<file path="src/rtl/rp_8bit_fetch.sv">
// rp_8bit_fetch -- instruction fetch sequencer for the rp_8bit core.
//
// Issues single-word reads to program memory (at most one in flight),
// buffers returned words in a 2-entry prefetch queue, assembles one- and
// two-word instructions and hands them to the decoder on a valid/ready
// handshake. Applies redirects (jmp_vld) and skip requests (skp) from execute.
//
// Ports:
//   clk, rst          clock, asynchronous active-high reset
//   bus_req/bus_adr   program memory read request / word address (registered)
//   bus_ack/bus_rdt   read acknowledge / data (valid in the ack cycle)
//   ins_vld/ins_rdy   instruction handshake to the decoder
//   ins_op/ins_pc     instruction words {second, first} / address of first word
//   ins_len           0 = one-word, 1 = two-word instruction
//   jmp_vld/jmp_adr   redirect pulse / target
//   skp               discard the next complete instruction
//   hlt               stop issuing new reads
//
// Configuration: define RP_8BIT_FETCH_LONG_EN to enable two-word
// instruction detection (lds/sts/jmp/call). Without it every word is
// delivered as a one-word instruction.
module rp_8bit_fetch #(
    parameter int PAW = 11
) (
    input  logic           clk,
    input  logic           rst,
    output logic           bus_req,
    output logic [PAW-1:0] bus_adr,
    input  logic           bus_ack,
    input  logic [15:0]    bus_rdt,
    output logic           ins_vld,
    input  logic           ins_rdy,
    output logic [31:0]    ins_op,
    output logic [PAW-1:0] ins_pc,
    output logic           ins_len,
    input  logic           jmp_vld,
    input  logic [PAW-1:0] jmp_adr,
    input  logic           skp,
    input  logic           hlt
);

    logic [1:0][15:0]    qw_q, qw_d;     // queue words, [0] is the head
    logic [1:0][PAW-1:0] qa_q, qa_d;     // queue word addresses
    logic [1:0]          cnt_q, cnt_d;   // queue occupancy 0..2
    logic [PAW-1:0]      fpc_q, fpc_d;   // next address to fetch
    logic [PAW-1:0]      adr_q, adr_d;   // address of the read in flight
    logic                out_q, out_d;   // read outstanding (drives bus_req)
    logic                drop_q, drop_d; // in-flight read belongs to a stale path
    logic                skip_q, skip_d;

    logic       head_long;
    logic       complete;
    logic       ack;
    logic       push;
    logic       issue;
    logic [1:0] pop_n;
    logic [1:0] cnt_pop;
    logic [1:0] cnt_new;

`ifdef RP_8BIT_FETCH_LONG_EN
    // lds/sts: 1001_00xx_xxxx_0000, jmp/call: 1001_010x_xxxx_11xx
    assign head_long = ((qw_q[0][15:10] == 6'b100100) && (qw_q[0][3:0] == 4'h0)) ||
                       ((qw_q[0][15:9] == 7'b1001010) && (qw_q[0][3:2] == 2'b11));
`else
    assign head_long = 1'b0;
`endif

    assign complete = (cnt_q != 2'd0) && (!head_long || (cnt_q == 2'd2));
    assign ins_vld  = complete && !skip_q;
    assign ins_len  = ins_vld && head_long;
    assign ins_pc   = ins_vld ? qa_q[0] : '0;
    assign ins_op   = ins_vld ? {(head_long ? qw_q[1] : 16'h0000), qw_q[0]} : 32'h0;

    assign bus_req = out_q;
    assign bus_adr = adr_q;

    // A skipped instruction leaves the queue exactly like an accepted one.
    assign pop_n   = (complete && (skip_q || ins_rdy)) ? (head_long ? 2'd2 : 2'd1) : 2'd0;
    assign cnt_pop = cnt_q - pop_n;

    assign ack  = out_q && bus_ack;
    // Data arriving with a redirect, or for a dropped read, is thrown away.
    assign push = ack && !drop_q && !jmp_vld;
    assign cnt_new = cnt_pop + {1'b0, push};

    // The slot is free once the in-flight read (if any) completes this cycle
    // and the queue, after pop and push, still has room.
    assign issue = !hlt && (!out_q || ack) && (jmp_vld || (cnt_new < 2'd2));

    always_comb begin
        qw_d = qw_q;
        qa_d = qa_q;
        if (pop_n == 2'd1) begin
            qw_d[0] = qw_q[1];
            qa_d[0] = qa_q[1];
        end
        if (push) begin
            qw_d[cnt_pop[0]] = bus_rdt;
            qa_d[cnt_pop[0]] = adr_q;
        end
    end

    always_comb begin
        cnt_d  = jmp_vld ? 2'd0 : cnt_new;
        fpc_d  = jmp_vld ? jmp_adr : (fpc_q + {{(PAW-1){1'b0}}, push});
        out_d  = issue || (out_q && !ack);
        adr_d  = issue ? fpc_d : adr_q;
        drop_d = drop_q;
        if (jmp_vld)
            drop_d = out_q && !ack;
        else if (ack)
            drop_d = 1'b0;
        skip_d = skip_q;
        if (jmp_vld)
            skip_d = 1'b0;
        else if (skp)
            skip_d = 1'b1;
        else if (skip_q && complete)
            skip_d = 1'b0;
    end

    always_ff @(posedge clk or posedge rst) begin
        if (rst) begin
            qw_q   <= '0;
            qa_q   <= '0;
            cnt_q  <= 2'd0;
            fpc_q  <= '0;
            adr_q  <= '0;
            out_q  <= 1'b0;
            drop_q <= 1'b0;
            skip_q <= 1'b0;
        end else begin
            qw_q   <= qw_d;
            qa_q   <= qa_d;
            cnt_q  <= cnt_d;
            fpc_q  <= fpc_d;
            adr_q  <= adr_d;
            out_q  <= out_d;
            drop_q <= drop_d;
            skip_q <= skip_d;
        end
    end

endmodule

</file>
<file path="config.mk">
export PLATFORM = sky130hd
export DESIGN_NAME = rp_8bit_fetch
export DESIGN_NICKNAME = d
export VERILOG_FILES = /design/src/rtl/rp_8bit_fetch.sv
export SDC_FILE = /design/constraint.sdc
export NUM_CORES = 1
export LEC_CHECK = 0
export CORE_AREA = 2 2 102 104
export DETAILED_ROUTE_END_ITERATION = 10
export DIE_AREA = 0 0 104 106
export PLACE_DENSITY = 0.74
export SLEW_MARGIN = 20
export SYNTH_ARGS = -nofsm -noshare
export SYNTH_HDL_FRONTEND = slang
export SYNTH_SLANG_ARGS = --single-unit
export TNS_END_PERCENT = 5
</file>
<file path="constraint.sdc">
create_clock -name clk -period 3.1 [get_ports clk]
set_input_delay 0.62 -clock clk [delete_from_list [all_inputs] [get_ports clk]]
set_output_delay 0.62 -clock clk [all_outputs]
set_load 0.01 [all_outputs]
</file>
==> results.md, run 1 <==
* Outcome: complete, no violations
* Final Cell Area at 4910 sq um
* Commonest non-fill, non-tap cell in the layout: dfrtp_1
* Setup bufs post-CTS at 0
* Unrepaired setup endpoints after global routing: false
* Slew @ Worst Pin at 677 ps
* Crit-path max FO at 21
* Sequential area share after synthesis at 0.523
* Largest net degree at the start of global routing at 39
* Area delta synth->final at 26.7%
* First-pass GRT wire length at 13.2 mm
* Num CTS Buffers at 9
* Final setup fails at 0
* Max-slew violation count at 0
* # resized after CTS at 0
* Placed cell area at 4700 sq um
* Routed Antenna Nets at 0
* Share of the synthesized area in the top cell type at 0.523
* Worst r2r src: cnt_q[1]$_DFF_PP0_
* Synth area leaders: dfrtp_1 (52%), mux2_2 (10%), mux2i_1 (7.0%), and2_1 (4.4%), o21ai_0 (4.3%)
* Total grt overflow at 0
* Critical path class: flip-flop to output port
* Final worst-path cycle share at 0.869
* Die Span X at 104 um
* DR vias/cell at 4.75
* Initial Util at 0.387
* Max frequency at 371 MHz
* Headroom to the max-slew limit at 0.548
* CP endpoint kind: output port
* Crit path from: cnt_q[1]$_DFF_PP0_
* Type of origin of the critical path: flip-flop
* Syn_area_per_cell at 11.3 sq um
* Io pins at 91
* Hold Crit Start: qw_q[29]$_DFFE_PP0P_
* Wire length on met3 at 411 um
* M1 WL at 3.46 mm
* CTS H-tree lvls at 3
* Die ar. at 11000 sq um
* Vias in the first global route at 2657
* Residual DRC at 0
* Root buffer selected by CTS: clkbuf_8
* Worst Setup Slack post-DPL at 138 ps
* Synth warn at 0
* Sink Count at 81
* Clock Tree Buf Depth at 2
* First-pass DRT Iterations at 4
* Gpl congestion at 0.835
* Setup TNS at 0 ps
* Final Hold Fails at 0
* Leak Pwr at 2.21 nW
* HP Class: flip-flop to flip-flop
* Share of layout cells above drive strength 1 at 0.156
* # port buffers at 73
* Arrival time worst endpoint at 2070 ps
* CTS Hold Bufs at 0
* Internal reg-to-reg setup slack at 770 ps
* Post-Synthesis Cell Area at 3870 sq um
* Total GRT Usage at 0.152
* Leading area contributor after synthesis: dfrtp_1
* Maximum VDD drop at 0.317 mV
* Via count at 2653
* Clk pin slew, worst setup/hold paths at 80 ps
* Worst-case clock skew at 14.4 ps
* # diodes at 0
* Clock Latency Late Sink at 350 ps
* Worst hold slack at 514 ps
* Final min period at 2690 ps
* Post-detailed-placement half-perimeter wirelength at 5.53 mm
* CTS tree: yes
* Critical Path RT at 2480 ps
* Most frequent cells in the layout: dfrtp_1 (81), clkdlybuf4s50_1 (73), nand2_1 (39)
* Met2 wire length at 3.89 mm
* Die Y at 106 um
* Post-synth cell types at 38
* Post-Syn Instances at 344
* Net count, final at 455
* Core region area at 10000 sq um
* Initial antenna violation count at 0
* Top Layer Used: met4
* Final wirelength at 7.86 mm
* FP Rows at 37
* Worst setup margin at 406 ps
* Cell Pwr Density at 839 nW/um^2
* First DRT Iteration DRCs at 78
* Routed len/inst at 14.1 um
* Yosys reg bits at 81
* MaxCap Viol Count at 0
==> power breakdown <==
part	total (mW)	internal, mW	leakage, nW	switching, mW
clock	0.782	0.395	0.103	0.387
sequential	1.76	1.49	1.00	0.273
combinational	1.57	0.896	1.10	0.678
total	4.12	2.78	2.21	1.34
==> per-layer routing <==
layer  up-vias  track usage
li1       1287            -
met1      1284        0.193
met2        73        0.248
met3         9       0.0466
met4         0       0.0492
met5         -            0
==> worst max-delay path: stages (launching register included) <==
cell             delay (ps)
dfrtp_1                 440
nor2_1                  100
nor2_2                  300
buf_12                  200
and2_1                  140
clkdlybuf4s50_1         550
==> kinds of logic (layout without fill, tap and decap cells) <==
logic type               after synthesis  in the layout  synth area share
multiplexers                          63             63             0.174
XOR/XNOR                               4              4            0.0126
other                                  1             17          0.000968
adder cells (fa/ha/maj)                4              4            0.0129
AND/OR/NAND/NOR                      102            102             0.136
flip-flops                            81             81             0.523
AO/OA/AOI/OAI                         47             47            0.0724
buffers and inverters                 42            104            0.0669
==> through the flow <==
step / cells / power [mW] / utilization
after detailed placement: 542 / 3.38 / 0.470
final: 558 / 4.12 / 0.491
after floorplan: 360 / 2.73 / -
after global placement: 542 / 3.32 / 0.470
after CTS: 558 / 4.17 / 0.491
after global routing: 558 / 4.41 / 0.491
==> synth_stat cells (all sizes together) <==
cell	instances
mux2	36
and4	1
buf	23
nand2	39
nand3	6
o31a	1
o22ai	1
a21boi	1
o31ai	6
a22o	1
o211ai	1
nor4	4
xor2	2
a21oi	2
or2b	1
or3b	1
and3	1
inv	7
xnor3	1
nor2	8
nand4	2
or4	2
nor3b	2
mux2i	27
ha	4
and2	27
dfrtp	81
nor2b	7
xnor2	1
nor3	1
conb	1
clkbuf	12
o21ai	33
a211oi	1
==> state kept, by name, summed over array words and instances, names as in the netlist <==
register  cells
bus_adr      11
qw_q         32
fpc_q        11
drop_q        1
cnt_q         2
bus_req       1
qa_q         22
skip_q        1
==> final cells by class <==
type                    count  area, sq um
clock buffers              10          138
clock inverters             6         65.1
fillers                   953         5090
inverters                   7         27.5
multi-input cells         237         1660
flip-flops and latches     81         2030
well taps                 136          170
repair buffers             81          816
==> worst paths after layout <==
path	depth (start not counted)	end
worst min-delay path	1	qw_q[29]$_DFFE_PP0P_
max in group asynchronous	3	qw_q[23]$_DFFE_PP0P_
worst min register to register	1	qw_q[29]$_DFFE_PP0P_
worst max-delay path	5	ins_pc[1]
worst max register to register	8	bus_adr[3]$_DFFE_PP0P_
min in group asynchronous	2	drop_q$_DFFE_PP0P_
No activity file was read; power rests on OpenSTA's default activity.
==> run 2, diff against run 1 <==
==> constraint.sdc (replaced) <==
create_clock -name clk -period 3.1 [get_ports clk]
set_input_delay 0.93 -clock clk [delete_from_list [all_inputs] [get_ports clk]]
set_output_delay 0.93 -clock clk [all_outputs]
set_load 0.01 [all_outputs]
==> results.md, run 2 (same netlist as run 1, synthesis figures left out) <==
* Num CTS Buffers at 9 (unchanged)
* Worst-case clock skew at 11.5 ps (-2.91 ps)
* Residual DRC at 0 (unchanged)
* Top delay family on crit path: buffers and inverters
* # diodes at 0 (unchanged)
* CTS H-tree lvls at 3 (unchanged)
* Final wirelength at 7.87 mm (+0.13%)
* Routed len/inst at 14.0 um (-0.76%)
* Final Cell Area at 4970 sq um (+1.3%)
* Root buffer selected by CTS: clkbuf_8
* Crit path from: cnt_q[1]$_DFF_PP0_
* Worst path cell trace: nor2_1 > nor2_2 > buf_4 > and2_1 > clkdlybuf4s50_1
* CP endpoint kind: output port
* Crit-path max cell delay at 540 ps (about the same)
* Maximum VDD drop at 0.343 mV (+8.1%)
* Most frequent cells in the layout: dfrtp_1 (81), clkdlybuf4s50_1 (73), nand2_1 (39)
* HP Class: flip-flop to flip-flop
* Final min period at 2930 ps (+232 ps)
* Clock Latency Late Sink at 350 ps (about the same)
* Arrival time worst endpoint at 2000 ps (-70 ps)
* Share of layout cells above drive strength 1 at 0.171 (+0.0146)
* Cell Pwr Density at 837 nW/um^2 (-0.27%)
* Die ar. at 11000 sq um (unchanged)
* Worst hold slack at 510 ps (-4.62 ps)
* Hold-critical path endpoint: qw_q[21]$_DFFE_PP0P_
* # port buffers at 73 (unchanged)
* Internal reg-to-reg setup slack at 740 ps (-30 ps)
* First-pass GRT wire length at 13.2 mm (+0.27%)
* Sink Count at 81 (unchanged)
* Placed cell area at 4760 sq um (+1.3%)
* Unrepaired setup endpoints after global routing: false
* First DRT Iteration DRCs at 92 (+18%)
* Clk pin slew, worst setup/hold paths at 80 ps (about the same)
* Routed Antenna Nets at 0 (unchanged)
* Largest regs: qw_q: 32 flops, qa_q: 22 flops
* Max-slew violation count at 0 (unchanged)
* Headroom to the max-slew limit at 0.508 (-0.0394)
* Initial antenna violation count at 0 (unchanged)
* Setup bufs post-CTS at 0 (unchanged)
* Critical-path top delay cell: clkdlybuf4s50_1
* Die Span X at 104 um (unchanged)
* Pwr Total at 4.16 mW (+1.0%)
* Total GRT Usage at 0.150 (-0.00110)
* Die Y at 106 um (unchanged)
* Max FFs per register at 32 (unchanged)
* R2R cell count at 8 (unchanged)
* Slew @ Worst Pin at 737 ps (+59.9 ps)
* Biggest register: qw_q
* Area delta synth->final at 28.4%
* FP Rows at 37 (unchanged)
* Vias in the first global route at 2718 (+2.3%)
* Final worst-path cycle share at 0.944 (+0.0748)
* Clock Tree Buf Depth at 2 (unchanged)
* Total grt overflow at 0 (unchanged)
* Critical Path RT at 2170 ps (-310 ps)
* Gpl congestion at 0.770 (-7.8%)
* DR vias/cell at 4.76 (+0.12%)
* CTS Hold Bufs at 0 (unchanged)
* # resized after CTS at 0 (unchanged)
* Hold Crit Start: qw_q[21]$_DFFE_PP0P_
* MaxCap Viol Count at 0 (unchanged)
* Reg-to-reg endpoint: bus_adr[2]$_DFFE_PP0P_
* Bufs and invs on worst path at 2 (unchanged)
* Net count, final at 460 (+1.1%)
* Final Hold Fails at 0 (unchanged)
* Largest net degree at the start of global routing at 55 (+41%)
* Outcome: complete, no violations
* Worst r2r src: cnt_q[1]$_DFF_PP0_
* Crit-path max FO at 28 (+33%)
* Via count at 2680 (+1.0%)
* CTS tree: yes
* Io pins at 91 (unchanged)
* Leak Pwr at 2.24 nW (+1.4%)
* Initial Util at 0.387 (unchanged)
* Type of origin of the critical path: flip-flop
* Max frequency at 342 MHz (-7.9%)
* Hold path cells at 1 (unchanged)
* Final setup fails at 0 (unchanged)
* Critical path class: flip-flop to output port
* Post-detailed-placement half-perimeter wirelength at 5.32 mm (-3.8%)
* Core region area at 10000 sq um (unchanged)
* First-pass DRT Iterations at 4 (unchanged)
* Commonest non-fill, non-tap cell in the layout: dfrtp_1
-- run 2: power breakdown --
group          leakage, nW  switching [mW]  internal, mW
Sequential            1.00           0.279          1.49
Clock                0.103           0.374         0.417
Combinational         1.13           0.695         0.906
Total                 2.24            1.35          2.81
-- run 2: cell type report --
cell class | count | area (sq um)
Clock buffer | 12 | 155
Clock inverter | 4 | 51.3
Fill cell | 914 | 5030
Inverter | 7 | 27.5
Multi-Input combinational cell | 237 | 1690
Sequential cell | 81 | 2030
Tap cell | 136 | 170
Timing Repair Buffer | 86 | 853
-- run 2: worst max-delay path by stage --
stage                             endpoint  slack (ps)  cells after the start
floorplan           bus_adr[5]$_DFFE_PP0P_          30                     12
global route                     ins_pc[5]          20                      5
detailed placement  bus_adr[1]$_DFFE_PP0P_        -150                      9
global placement    bus_adr[4]$_DFFE_PP0P_         -80                      9
finish                           ins_pc[2]         170                      5
CTS                              ins_pc[4]         140                      5
-- run 2: layer usage --
metal,GRT usage,vias up,part of all wire
met5,0,-,0
met4,0.0579,0,0.019
met3,0.0429,15,0.047
met2,0.243,73,0.48
met1,0.192,1290,0.46
li1,-,1302,-
-- run 2: per-stage QoR --
stage,setup TNS [ps],setup slack [ps],instances,util
2_1_floorplan,0,28.1,360,-
3_3_place_gp,-484,-82.7,547,0.476
4_1_cts,0,138,563,0.497
5_1_grt,0,20.0,563,0.497
3_5_place_dp,-1230,-150,547,0.476
6_report,0,174,563,0.497
==> run 3, diff against run 2 <==
--- a/config.mk
+++ b/config.mk
@@ -5,9 +5,10 @@
 export SDC_FILE = /design/constraint.sdc
 export NUM_CORES = 1
 export LEC_CHECK = 0
-export CORE_AREA = 2 2 102 104
+export ABC_AREA = 1
+export CORE_AREA = 2 2 103 105
 export DETAILED_ROUTE_END_ITERATION = 10
-export DIE_AREA = 0 0 104 106
+export DIE_AREA = 0 0 105 107
 export PLACE_DENSITY = 0.74
 export SLEW_MARGIN = 20
 export SYNTH_ARGS = -nofsm -noshare
==> results.md, run 3 <==
* Hold path cells at 2 (+1)
* Reg-to-reg endpoint: bus_adr[9]$_DFFE_PP0P_
* Biggest register: qw_q
* Routed Antenna Nets at 0 (unchanged)
* Hold-critical path endpoint: qa_q[9]$_DFF_PP0_
* FP Rows at 37 (unchanged)
* Initial Util at 0.391 (+0.00401)
* CTS tree: yes
* # port buffers at 73 (unchanged)
* # diodes at 0 (unchanged)
* Initial antenna violation count at 0 (unchanged)
* Die Y at 107 um (+0.94%)
* Sink Count at 81 (unchanged)
* Max-slew violation count at 0 (unchanged)
* Net count, final at 616 (+34%)
* Multi-input gate area at 1480 sq um (-12%)
* Io pins at 91 (unchanged)
* First-pass GRT wire length at 14.9 mm (+13%)
* Pwr Total at 4.37 mW (+5.1%)
* Vias in the first global route at 3191 (+17%)
* DR vias/cell at 4.55 (-4.4%)
* Final min period at 2980 ps (+58.1 ps)
* Share of the synthesized area in the top cell type at 0.513 (-0.0101)
* Internal reg-to-reg setup slack at 790 ps (+50 ps)
* Synth cell count leaders: nand2_1 (102), dfrtp_1 (81), nor2_1 (78), inv_1 (76), o21ai_0 (65)
* Leading area contributor after synthesis: dfrtp_1
* First-pass DRT Iterations at 4 (unchanged)
* Hold Crit Start: qa_q[9]$_DFF_PP0_
* Register area at 2030 sq um (unchanged)
* Unrepaired setup endpoints after global routing: false
* Synth area leaders: dfrtp_1 (51%), nand2_1 (9.7%), o21ai_0 (8.2%), nor2_1 (7.4%), inv_1 (7.2%)
* Final worst-path cycle share at 0.962 (+0.0187)
* Sequential area share after synthesis at 0.513 (-0.0101)
* Crit path from: cnt_q[1]$_DFF_PP0_
* Outcome: complete, no violations
* Post-detailed-placement half-perimeter wirelength at 6.08 mm (+14%)
* Clock Latency Late Sink at 350 ps (about the same)
* Post-Synthesis Cell Area at 3950 sq um (+2.0%)
* Post-Layout Cell Count at 719 (+28%)
* Number of fill cells in the layout at 979 (+7.1%)
* Crit-path max FO at 27 (-3.6%)
* Slew @ Worst Pin at 518 ps (-219 ps)
* Largest net degree at the start of global routing at 55 (unchanged)
* Leak Pwr at 2.41 nW (+7.9%)
* Post-synth cell types at 28 (-26%)
* Area delta synth->final at 26.7%
* Core region area at 10100 sq um (+0.93%)
* Synth warn at 0 (unchanged)
* Inst Count DP at 703 (+29%)
* Type of origin of the critical path: flip-flop
* HP Class: flip-flop to flip-flop
* Fraction of registers with async set/reset at 1.00 (unchanged)
* MaxCap Viol Count at 0 (unchanged)
* Final Cell Area at 5000 sq um (+0.68%)
* Max FFs per register at 32 (unchanged)
* Core Util, Final at 0.496 (-0.00121)
* CTS H-tree lvls at 3 (unchanged)
* CP endpoint kind: output port
* Worst-case clock skew at 10.8 ps (-0.740 ps)
* Most frequent cell after synthesis: nand2_1
* Final wirelength at 8.69 mm (+10%)
* Via count at 3271 (+22%)
* Worst r2r src: cnt_q[1]$_DFF_PP0_
* Critical path class: flip-flop to output port
* Post-Syn Instances at 508 (+48%)
* Clk pin slew, worst setup/hold paths at 80 ps (about the same)
* Maximum VDD drop at 0.259 mV (-24%)
* Clock Tree Buf Depth at 2 (unchanged)
* Gpl congestion at 0.866 (+13%)
* Arrival time worst endpoint at 2050 ps (+50 ps)
* Num CTS Buffers at 9 (unchanged)
* Setup TNS at 0 ps (unchanged)
* Yosys reg bits at 81 (unchanged)
* Residual DRC at 0 (unchanged)
* Post-synth EDFFs at 0 (unchanged)
* Max frequency at 335 MHz (-1.9%)
* Critical Path RT at 2170 ps (about the same)
* Routed len/inst at 12.1 um (-14%)
* Placed cell area at 4790 sq um (+0.45%)
* Final Hold Fails at 0 (unchanged)
* Predominant post-synthesis flop cell: dfrtp_1
* Largest regs: qw_q: 32 flops, qa_q: 22 flops
* Headroom to the max-slew limit at 0.654 (+0.146)
* R2R cell count at 16 (+8)
* Total grt overflow at 0 (unchanged)
* Commonest non-fill, non-tap cell in the layout: nand2_1
* Die ar. at 11200 sq um (+1.9%)
* Final setup fails at 0 (unchanged)
* Die Span X at 105 um (+0.96%)
* Total GRT Usage at 0.164 (+0.0138)
* Share of layout cells above drive strength 1 at 0.0669 (-0.104)
* Syn_area_per_cell at 7.77 sq um (-31%)
* Most frequent cells in the layout: nand2_1 (102), dfrtp_1 (81), nor2_1 (77)
* Root buffer selected by CTS: clkbuf_8
* First DRT Iteration DRCs at 159 (+73%)
* Cell Pwr Density at 874 nW/um^2 (+4.4%)
## run 3: cell count changes after synthesis, sizes merged, moves of 5 or more
cell / previous run / this run
nor2: 8 / 80
nand3: 6 / 14
nor2b: 7 / 0
nand2: 39 / 104
inv: 7 / 78
o21ai: 33 / 72
o31ai: 6 / 0
and2: 27 / 2
clkbuf: 12 / 18
mux2i: 27 / 0
a21oi: 2 / 23
mux2: 36 / 0
o21bai: 0 / 5
## run 3: through the flow
| step | setup slack, ps | hold WS (ps) |
|---|---|---|
| finish | 116 | 515 |
| global route | 1.67 | 543 |
| CTS | 59.9 | 522 |
| detailed placement | -164 | 503 |
| global placement | -83.8 | 493 |
| floorplan | 89.9 | 479 |
## run 3: worst max-delay path: stages, from the launching register on
cell	delay, ps
dfrtp_1	370
inv_1	70
nand2_1	120
inv_1	70
nor2_1	110
bufinv_8	250
nor2_2	150
clkdlybuf4s50_1	560
## run 3: final cells by class
type,instances,area share
sequential,81,0.405
multi-input combinational,327,0.296
timing repair buffer,81,0.163
inverter,78,0.0615
tap,136,0.0340
clock buffer,9,0.0248
clock inverter,7,0.0157
## run 3: cell families after synthesis
family	share of synthesized area
xor gates and xnor gates	0.00222
and+or+nand+nor	0.207
DFF	0.513
adders and majority gates	0.0127
AOI/OAI and AO/OA	0.134
other	0.000950
buffers and inverters	0.130
## run 3: power breakdown
part	switching [mW]	internal (mW)
registers	0.247	1.52
logic	1.00	0.825
clock network	0.398	0.379
## run 3: worst max-delay path by stage
| stage | end | slack (ps) | cells after the start |
|---|---|---|---|
| finish | ins_pc[3] | 120 | 7 |
| global route | ins_pc[9] | 2 | 7 |
| CTS | ins_pc[3] | 60 | 7 |
| detailed placement | bus_adr[8]$_DFFE_PP0P_ | -160 | 15 |
| global placement | bus_adr[10]$_DFFE_PP0P_ | -80 | 15 |
| floorplan | bus_adr[0]$_DFFE_PP0P_ | 90 | 1 |
## run 3: repair_timing
item | 4_1_cts | 5_1_grt
endpoints found under the setup margin | 1 | 14
hold buffers | 0 | 0
gates resized for setup | 2 | 3
endpoints found under the hold margin | 0 | 0
buffers inserted | 0 | 0
## run 3: per-layer routing
metal  routed length (um)  share of wire  vias up  GRT usage
li1                     -              -     1673          -
met1                 3960           0.46     1499      0.210
met2                 4150           0.48       90      0.280
met3                  462          0.053        9     0.0365
met4                  105          0.012        0     0.0486
met5                    0              0        -          0
